[config.mk]
export PLATFORM = sky130hd
export DESIGN_NAME = mem_wait_bridge
export DESIGN_NICKNAME = d
export VERILOG_FILES = /design/src/rtl/mem_wait_bridge.sv
export SDC_FILE = /design/constraint.sdc
export NUM_CORES = 1
export LEC_CHECK = 0
export ABC_AREA = 1
export CORE_UTILIZATION = 46
export CTS_BUF_LIST = sky130_fd_sc_hd__clkbuf_2
export CTS_CLUSTER_SIZE = 24
export DETAILED_ROUTE_END_ITERATION = 8
export PLACE_DENSITY = 0.83
export SYNTH_ARGS = -nofsm -noshare
export SYNTH_HDL_FRONTEND = slang
export SYNTH_SLANG_ARGS = --single-unit
[constraint.sdc]
create_clock -name Clk -period 1.9 [get_ports Clk]
set_clock_uncertainty 0.15 [all_clocks]
set_input_delay 0.57 -clock Clk [delete_from_list [all_inputs] [get_ports Clk]]
set_output_delay 0.57 -clock Clk [all_outputs]
set_load 0.03 [all_outputs]
[src/rtl/mem_wait_bridge.sv]
// mem_wait_bridge
//   Turns the multicycle CPU's level-held Rd/Wr memory requests into a
//   req/ack transaction on a word-wide, variable-latency memory bus. While
//   the transaction is in flight, Stall holds the control unit in its current
//   state. Misaligned addresses and bus timeouts are reported as sticky
//   errors, and both still finish with a Done pulse.
//
// Ports
//   Clk, Reset     rising-edge clock, asynchronous active-low reset
//   Address        CPU byte address (must be word aligned)
//   Rd, Wr         CPU read / write requests, held until Done (Wr wins if both)
//   Datain         CPU write data
//   Dataout        last read data (registered)
//   Stall          CPU hold request
//   Done           one-cycle completion pulse (normal or error completion)
//   Err_align      sticky misaligned-access flag
//   Err_timeout    sticky bus-timeout flag
//   Err_clr        synchronous clear of both sticky flags
//   Mem_req/we     bus request and write enable
//   Mem_addr       latched word address (Address[31:2])
//   Mem_wdata      latched write data
//   Mem_rdata/ack  bus read data and one-cycle completion
module mem_wait_bridge #(
  parameter int unsigned TIMEOUT  = 255,
  parameter logic [31:0] ERR_DATA = 32'hDEADBEEF
) (
  input  logic        Clk,
  input  logic        Reset,
  input  logic [31:0] Address,
  input  logic        Rd,
  input  logic        Wr,
  input  logic [31:0] Datain,
  output logic [31:0] Dataout,
  output logic        Stall,
  output logic        Done,
  output logic        Err_align,
  output logic        Err_timeout,
  input  logic        Err_clr,
  output logic        Mem_req,
  output logic        Mem_we,
  output logic [29:0] Mem_addr,
  output logic [31:0] Mem_wdata,
  input  logic [31:0] Mem_rdata,
  input  logic        Mem_ack
);

  typedef enum logic [1:0] {
    IDLE   = 2'd0,
    ACCESS = 2'd1,
    DONE   = 2'd2
  } state_t;

  // Counter value in the last ACCESS cycle allowed before the access aborts.
  localparam logic [15:0] TMO_LAST = 16'(TIMEOUT - 1);

  state_t      state;
  logic [15:0] cnt;
  // Re-arms only after the CPU has dropped both requests, so a request still
  // held after Done cannot start a second access.
  logic        armed;

  always_ff @(posedge Clk or negedge Reset) begin
    if (!Reset) begin
      state       <= IDLE;
      cnt         <= '0;
      armed       <= 1'b1;
      Dataout     <= '0;
      Done        <= 1'b0;
      Err_align   <= 1'b0;
      Err_timeout <= 1'b0;
      Mem_req     <= 1'b0;
      Mem_we      <= 1'b0;
      Mem_addr    <= '0;
      Mem_wdata   <= '0;
    end else begin
      Done <= 1'b0;
      if (!Rd && !Wr) armed <= 1'b1;
      // Error sets below come later in this block, so a new error wins over
      // a clear in the same cycle.
      if (Err_clr) begin
        Err_align   <= 1'b0;
        Err_timeout <= 1'b0;
      end

      case (state)
        IDLE: begin
          if (armed && (Rd || Wr)) begin
            Mem_addr  <= Address[31:2];
            Mem_wdata <= Datain;
            cnt       <= '0;
            if (Address[1:0] != 2'b00) begin
              Err_align <= 1'b1;
              state     <= DONE;
              Done      <= 1'b1;
              armed     <= 1'b0;
            end else begin
              state   <= ACCESS;
              Mem_req <= 1'b1;
              Mem_we  <= Wr;
            end
          end
        end

        ACCESS: begin
          // Ack is checked first so an ack in the final allowed cycle is a
          // normal completion rather than a timeout.
          if (Mem_ack) begin
            if (!Mem_we) Dataout <= Mem_rdata;
            state   <= DONE;
            Done    <= 1'b1;
            Mem_req <= 1'b0;
            Mem_we  <= 1'b0;
            armed   <= 1'b0;
          end else if (cnt == TMO_LAST) begin
            if (!Mem_we) Dataout <= ERR_DATA;
            Err_timeout <= 1'b1;
            state       <= DONE;
            Done        <= 1'b1;
            Mem_req     <= 1'b0;
            Mem_we      <= 1'b0;
            armed       <= 1'b0;
          end else begin
            cnt <= cnt + 16'd1;
          end
        end

        DONE: begin
          state <= IDLE;
        end

        default: begin
          state <= IDLE;
        end
      endcase
    end
  end

  // Combinational so the CPU stalls in the very cycle it raises a request.
  // Gated by Reset so the stall drops as soon as reset is asserted.
  assign Stall = Reset &&
                 (((state == IDLE) && armed && (Rd || Wr)) || (state == ACCESS));

endmodule

==> results.json, run 1 <==
{
  "outcome": "finished, violations left",
  "violations": "negative setup slack",
  "synth_cells": 659,
  "drc": 0,
  "finalSetupTns_ns": -8.57,
  "synthMuxAreaShare_pct": 0,
  "die-area_sq_um": 12200,
  "critPathRequiredTime_ns": 1.18,
  "p_leak_nw": 4.41,
  "min_path_cells": 3,
  "timing.final.crit_share_pct": 130,
  "place_hpwl_microns": 10300,
  "dpl_worst_slack_ns": -0.575,
  "regArea_sq_um": 2960,
  "ys_top_cells_by_area": "dfrtp_1, nand2_1, nand4_1, or2_2, nor2_1",
  "vias": 5497,
  "drt_iter0_markers": 518,
  "r2r_end": "cnt[11]",
  "critPathLaunchType": "register",
  "synth_nets": 763,
  "synth-simple-area-share_pct": 35.5,
  "grt_overflow": 0,
  "cts_tree": "built",
  "wl_per_cell_microns": 14.6,
  "synth_top_area_share_pct": 54.1,
  "yosys_warnings": 0,
  "multi_input_area_sq_um": 2170,
  "final_cell_mix": "nand2_1, dfrtp_1, clkdlybuf4s50_1",
  "crit-reg2reg-launch": "state[0]",
  "yosys.area_share.adder_pct": 0.462,
  "cap_violations": 0,
  "layout_commonest_cell": "nand2_1",
  "fmax_mhz": 404,
  "antenna_found_initial": 1,
  "rr_worst_depth": 10,
  "fp.dieW_microns": 110,
  "timing.slew.headroom_pct": 55.4,
  "drv_slew": 0,
  "p_switching_mw": 5.94,
  "yosysTopAreaCell": "dfrtp_1",
  "postPlaceCellArea_sq_um": 7670,
  "globalRouteTotalUtil_pct": 26.1,
  "hold_class": "input port to register",
  "initial_core_util_pct": 47.2,
  "yosys_register_bits": 118,
  "ant_nets": 0,
  "setup_viol": 100,
  "endpoint": "Stall",
  "crit_path_max_fanout": 2,
  "drt-pass1-iter-count": 5,
  "cts.sinks": 118,
  "hold_viol": 0,
  "synth_top_family_by_area": "simple AND/OR/NAND/NOR gates",
  "setup_ws_ns": -0.574,
  "avgSynthCellArea_sq_um": 8.22,
  "period_needed_ns": 2.47,
  "syn_area_sq_um": 5410,
  "viasPerCell": 5.02,
  "nets": 1042,
  "pwr-share-clk_pct": 11.2,
  "grt_pass1_vias": 5325,
  "fill_cells": 773,
  "vdd_drop_max_mv": 1.24,
  "grt_pass1_wl_microns": 25500,
  "fin_area_sq_um": 8580,
  "clk_pin_slew_worst_paths_ns": 0.18,
  "die_y_microns": 110,
  "rsz0062_at_grt": "yes",
  "yosys.cell_types.count": 31,
  "worst_ep_arrival_time_ns": 1.75,
  "netSwitchingFraction_pct": 43.8,
  "ys_seq_area_share_pct": 54.6,
  "root_buffer": "clkbuf_2",
  "synth_xor_xnor_area_share_pct": 0.485,
  "crit_start": "state[0]",
  "std_cell_rows": 39,
  "wl_microns": 16000,
  "numPortBuffers": 201,
  "intPower_mw": 7.63,
  "place.gp.congestion": 0.845,
  "rrSetupSlack_ns": 0.07,
  "cts_buffers": 17,
  "cp-end-kind": "primary output",
  "crit_type": "register to primary output",
  "syn2layout_area_growth_pct": 58.5,
  "worst_pin_slew_ns": 0.668,
  "insertion_delay_ns": 0.69,
  "synth_compound_area_share_pct": 2.63,
  "drive_gt1_share_pct": 28.2,
  "ios": 202,
  "grt_max_degree": 119,
  "core_sq_um": 11500,
  "clk_path_buf_depth": 2,
  "cts_max_level": 4,
  "powerDensity_nw_per_um2": 1580,
  "seq_power_share_pct": 31.6,
  "comb_power_share_pct": 57.2
}
-- critical path, cell delays in order (launching register included) --
cell and delay (ns):
dfrtp_1 0.42, nor2_2 0.15, nand2_2 0.08, nor2_4 0.13, nor2_4 0.06, nor2_4 0.10, buf_12 0.12
-- registers in the layout, indices dropped and copies added, names as in the netlist --
signal	flops
Dataout	32
Mem_wdata	32
Mem_addr	30
cnt	16
state	2
Done	1
Err_align	1
Err_timeout	1
Mem_req	1
Mem_we	1
armed	1
-- layer usage --
metal	wire length (microns)	part of all wire, %	global-route usage, %
met2	8020	50	43.5
met3	1330	8.3	9.55
met5	0	0	0
met1	6270	39	30.3
met4	398	2.5	10.8
-- power by group through the flow --
stage          registers (mW)  clock network [mW]  logic (mW)
2_1_floorplan            5.98                   0        1.80
3_3_place_gp             4.08                   0        6.41
3_5_place_dp             4.13                   0        6.53
4_1_cts                  4.27                1.55        7.27
5_1_grt                  4.39                1.66        8.27
6_report                 4.29                1.52        7.76
-- through the flow --
step	power (mW)	hold slack, ns	cells	utilization, %
after global placement	10.5	0.302	993	66.9
after floorplan	7.78	0.124	659	-
after detailed placement	10.7	0.308	993	66.9
after CTS	13.1	0.184	1060	72.3
after global routing	14.3	0.184	1095	74.9
final	13.6	0.233	1095	74.9
-- Yosys cell counts, drive strengths merged --
master,count
o21bai,4
a21oi,1
dfrtp,117
clkinv,1
o31ai,1
xor2,2
dfstp,1
nand3,17
ha,2
nor2,33
o21ai,17
nand3b,3
inv,31
or2,25
xnor2,1
nor3,1
nand2,329
nand4,38
buf,22
o211ai,2
clkbuf,11
-- layout make-up --
class	instances	area share (%)
clock buffers	19	1.11
diodes	1	0.0292
well taps	143	2.08
flip-flops and latches	118	34.4
clock inverters	13	1.31
repair buffers	292	34.3
inverters	32	1.40
multi-input cells	477	25.3
-- cells by family (layout without fill, tap and decap cells) --
family          Yosys count  count (layout)
simple gates            446             447
flops                   118             118
buf+inv                  65             356
compound gates           25              25
xor+xnor                  3               3
fa+ha+maj                 2               2
other cells               0               1
-- worst min-delay path by stage --
stage	from	to	slack [ns]
global placement	Dataout[9]	Dataout[9]	0.30
floorplan	Reset	Dataout[0]	0.12
CTS	Datain[7]	Mem_wdata[7]	0.18
detailed placement	Mem_wdata[16]	Mem_wdata[16]	0.31
global route	Datain[10]	Mem_wdata[10]	0.18
finish	Datain[27]	Mem_wdata[27]	0.23
-- timing repair --
action,4_1_cts,5_1_grt
setup endpoints to repair,100,167
buffers inserted,34,33
pin swaps,4,7
gates resized for setup,692,8
gates cloned,0,1
endpoints found under the hold margin,117,0
hold buffers,1,0
(Power assumes the default switching activity.)
==> run 2: changes to the inputs <==
clock period = 2.6 ns   (was 1.9 ns; I/O delays follow)
==> run 2 against run 1 <==
- critical endpoint unchanged
- sequential power down 31%
- setup slack better by 0.45 ns
- core utilization shrank 8.6 points
- clock power decreased by 35%
- critical path type is now input port to primary output
- global-route usage down 1.2 points
- largest cell class unchanged
- critical path depth unchanged
- the flow still finishes with violations (negative setup slack)
- combinational power fell by 46%
- non-clock buffer count shrank 77
==> results.json, run 2 (synthesis results as in run 1) <==
{
  "insertion_delay_ns": 0.64,
  "reg_top3": "Dataout (32), Mem_wdata (32), Mem_addr (30)",
  "postCtsHoldBufs": 0,
  "grt_overflow": 0,
  "fin_area_sq_um": 7600,
  "seq_power_share_pct": 36.2,
  "p_leak_nw": 4.00,
  "p_switching_mw": 3.94,
  "fill_cells": 967,
  "syn2layout_area_growth_pct": 40.3,
  "cpMostUsedCell": "nor2_2",
  "cts_tree": "built",
  "nets": 964,
  "slowest_delay_ns": 0.43,
  "slowest_stage": "clkdlybuf4s50_1",
  "numPortBuffers": 201,
  "wl_per_cell_microns": 14.4,
  "initial_core_util_pct": 47.2,
  "netSwitchingFraction_pct": 48.4,
  "worst_pin_slew_ns": 0.637,
  "hold_class": "input port to asynchronous set/reset pin",
  "timing.final.crit_share_pct": 105,
  "rsz0062_at_grt": "yes",
  "vias": 5122,
  "drv_slew": 0,
  "wl_microns": 14600,
  "die_y_microns": 110,
  "die-area_sq_um": 12200,
  "period_needed_ns": 2.72,
  "comb_power_share_pct": 51.6,
  "timing.slew.headroom_pct": 57.5,
  "setup_viol": 1,
  "globalRouteTotalUtil_pct": 24.8,
  "worst_ep_arrival_time_ns": 1.79,
  "cts_max_level": 4,
  "dpl_worst_slack_ns": -0.220,
  "core_sq_um": 11500,
  "viasPerCell": 5.06,
  "powerDensity_nw_per_um2": 1070,
  "crit_chain": "clkdlybuf4s50_1, nor2_2, nor2_4, nor2_2, nor2_2, buf_12",
  "num_antenna_cells": 0,
  "root_buffer": "clkbuf_2",
  "grt_pass1_vias": 5077,
  "ios": 202,
  "crit_type": "input port to primary output",
  "antenna_found_initial": 0,
  "violations": "negative setup slack",
  "final_cell_mix": "nand2_1, dfrtp_1, clkdlybuf4s50_1",
  "fin_util_pct": 66.3,
  "holdWs_ns": 0.0470,
  "cts_buffers": 17,
  "critPathLaunchType": "input port",
  "layout_commonest_cell": "nand2_1",
  "clk_pin_slew_worst_paths_ns": 0.18,
  "cp-end-kind": "primary output",
  "intPower_mw": 4.19,
  "cap_violations": 0,
  "clk_path_buf_depth": 2,
  "drive_gt1_share_pct": 10.2,
  "pwr-share-clk_pct": 12.2,
  "place_hpwl_microns": 10300,
  "setup_ws_ns": -0.125,
  "outcome": "finished, violations left",
  "fmax_mhz": 367,
  "cts.sinks": 118,
  "ant_nets": 0,
  "fp.dieW_microns": 110,
  "drt-pass1-iter-count": 5,
  "postPlaceCellArea_sq_um": 7520,
  "hold_viol": 0,
  "place.gp.congestion": 0.855,
  "vdd_drop_max_mv": 0.738,
  "drt_iter0_markers": 390,
  "crit_path_max_fanout": 2,
  "grt_max_degree": 119,
  "std_cell_rows": 39,
  "drc": 0,
  "grt_pass1_wl_microns": 24400,
  "critPathRequiredTime_ns": 1.67,
  "finalSetupTns_ns": -0.125
}
[run 2: changes by cell type in the layout (fill, tap and decap cells not counted), moves of 3 or more]
cell	previous run	this run
clkinv_1	6	2
buf_6	98	0
buf_4	82	13
clkinv_2	5	8
buf_12	10	3
dlygate4sd2_1	0	99
[run 2: final timing paths]
| check | startpoint | endpoint | slack (ns) | cells past startpoint |
|---|---|---|---|---|
| worst max-delay path | Rd | Stall | -0.12 | 6 |
| worst min-delay path | Reset | Mem_wdata[2] | 0.05 | 2 |
| worst max register to register | state[1] | cnt[8] | 0.46 | 7 |
| worst min register to register | Mem_addr[22] | Mem_addr[22] | 0.33 | 2 |
| max in group asynchronous | Reset | Mem_addr[1] | 1.75 | 2 |
| min in group Clk | Mem_addr[22] | Mem_addr[22] | 0.33 | 2 |
[run 2: layer usage]
metal / GRT usage (%) / routed length [microns] / up-vias
met5: 0 / 0 / -
met4: 8.71 / 277 / 0
met3: 9.82 / 1320 / 27
met2: 39.8 / 7090 / 219
met1: 30.5 / 5940 / 2401
li1: - / - / 2475
[run 2: timing repair]
action	CTS	global route
pin swaps	1	0
gates resized for setup	103	1
endpoints found under the setup margin	100	1
setup buffers	1	0
[run 2: cell type report]
cell class | count | area (sq um) | share of cell area, %
clock inverters | 12 | 91.3 | 1.20
well taps | 143 | 179 | 2.36
multi-input cells | 476 | 2140 | 28.2
flip-flops and latches | 118 | 2950 | 38.9
repair buffers | 215 | 2030 | 26.7
clock buffers | 17 | 85.1 | 1.12
inverters | 32 | 120 | 1.58
[run 2: worst max-delay path: cells and delay by family]
kind                   cells  cell delay [ns]
buffers and inverters      2             0.56
AND/OR/NAND/NOR            4             0.44
[run 2: power groups by stage]
| stage | sequential, mW | clock (mW) | combinational (mW) |
|---|---|---|---|
| after global placement | 2.97 | 0 | 4.60 |
| final | 2.95 | 0.989 | 4.20 |
| after detailed placement | 3.01 | 0 | 4.70 |
| after global routing | 3.04 | 1.09 | 4.54 |
| after CTS | 2.95 | 1.02 | 4.23 |
| after floorplan | 4.37 | 0 | 1.31 |
[run 2: stage by stage]
stage	power, mW	cells
2_1_floorplan	5.69	659
3_3_place_gp	7.57	983
3_5_place_dp	7.71	983
4_1_cts	8.20	1013
5_1_grt	8.67	1013
6_report	8.13	1013
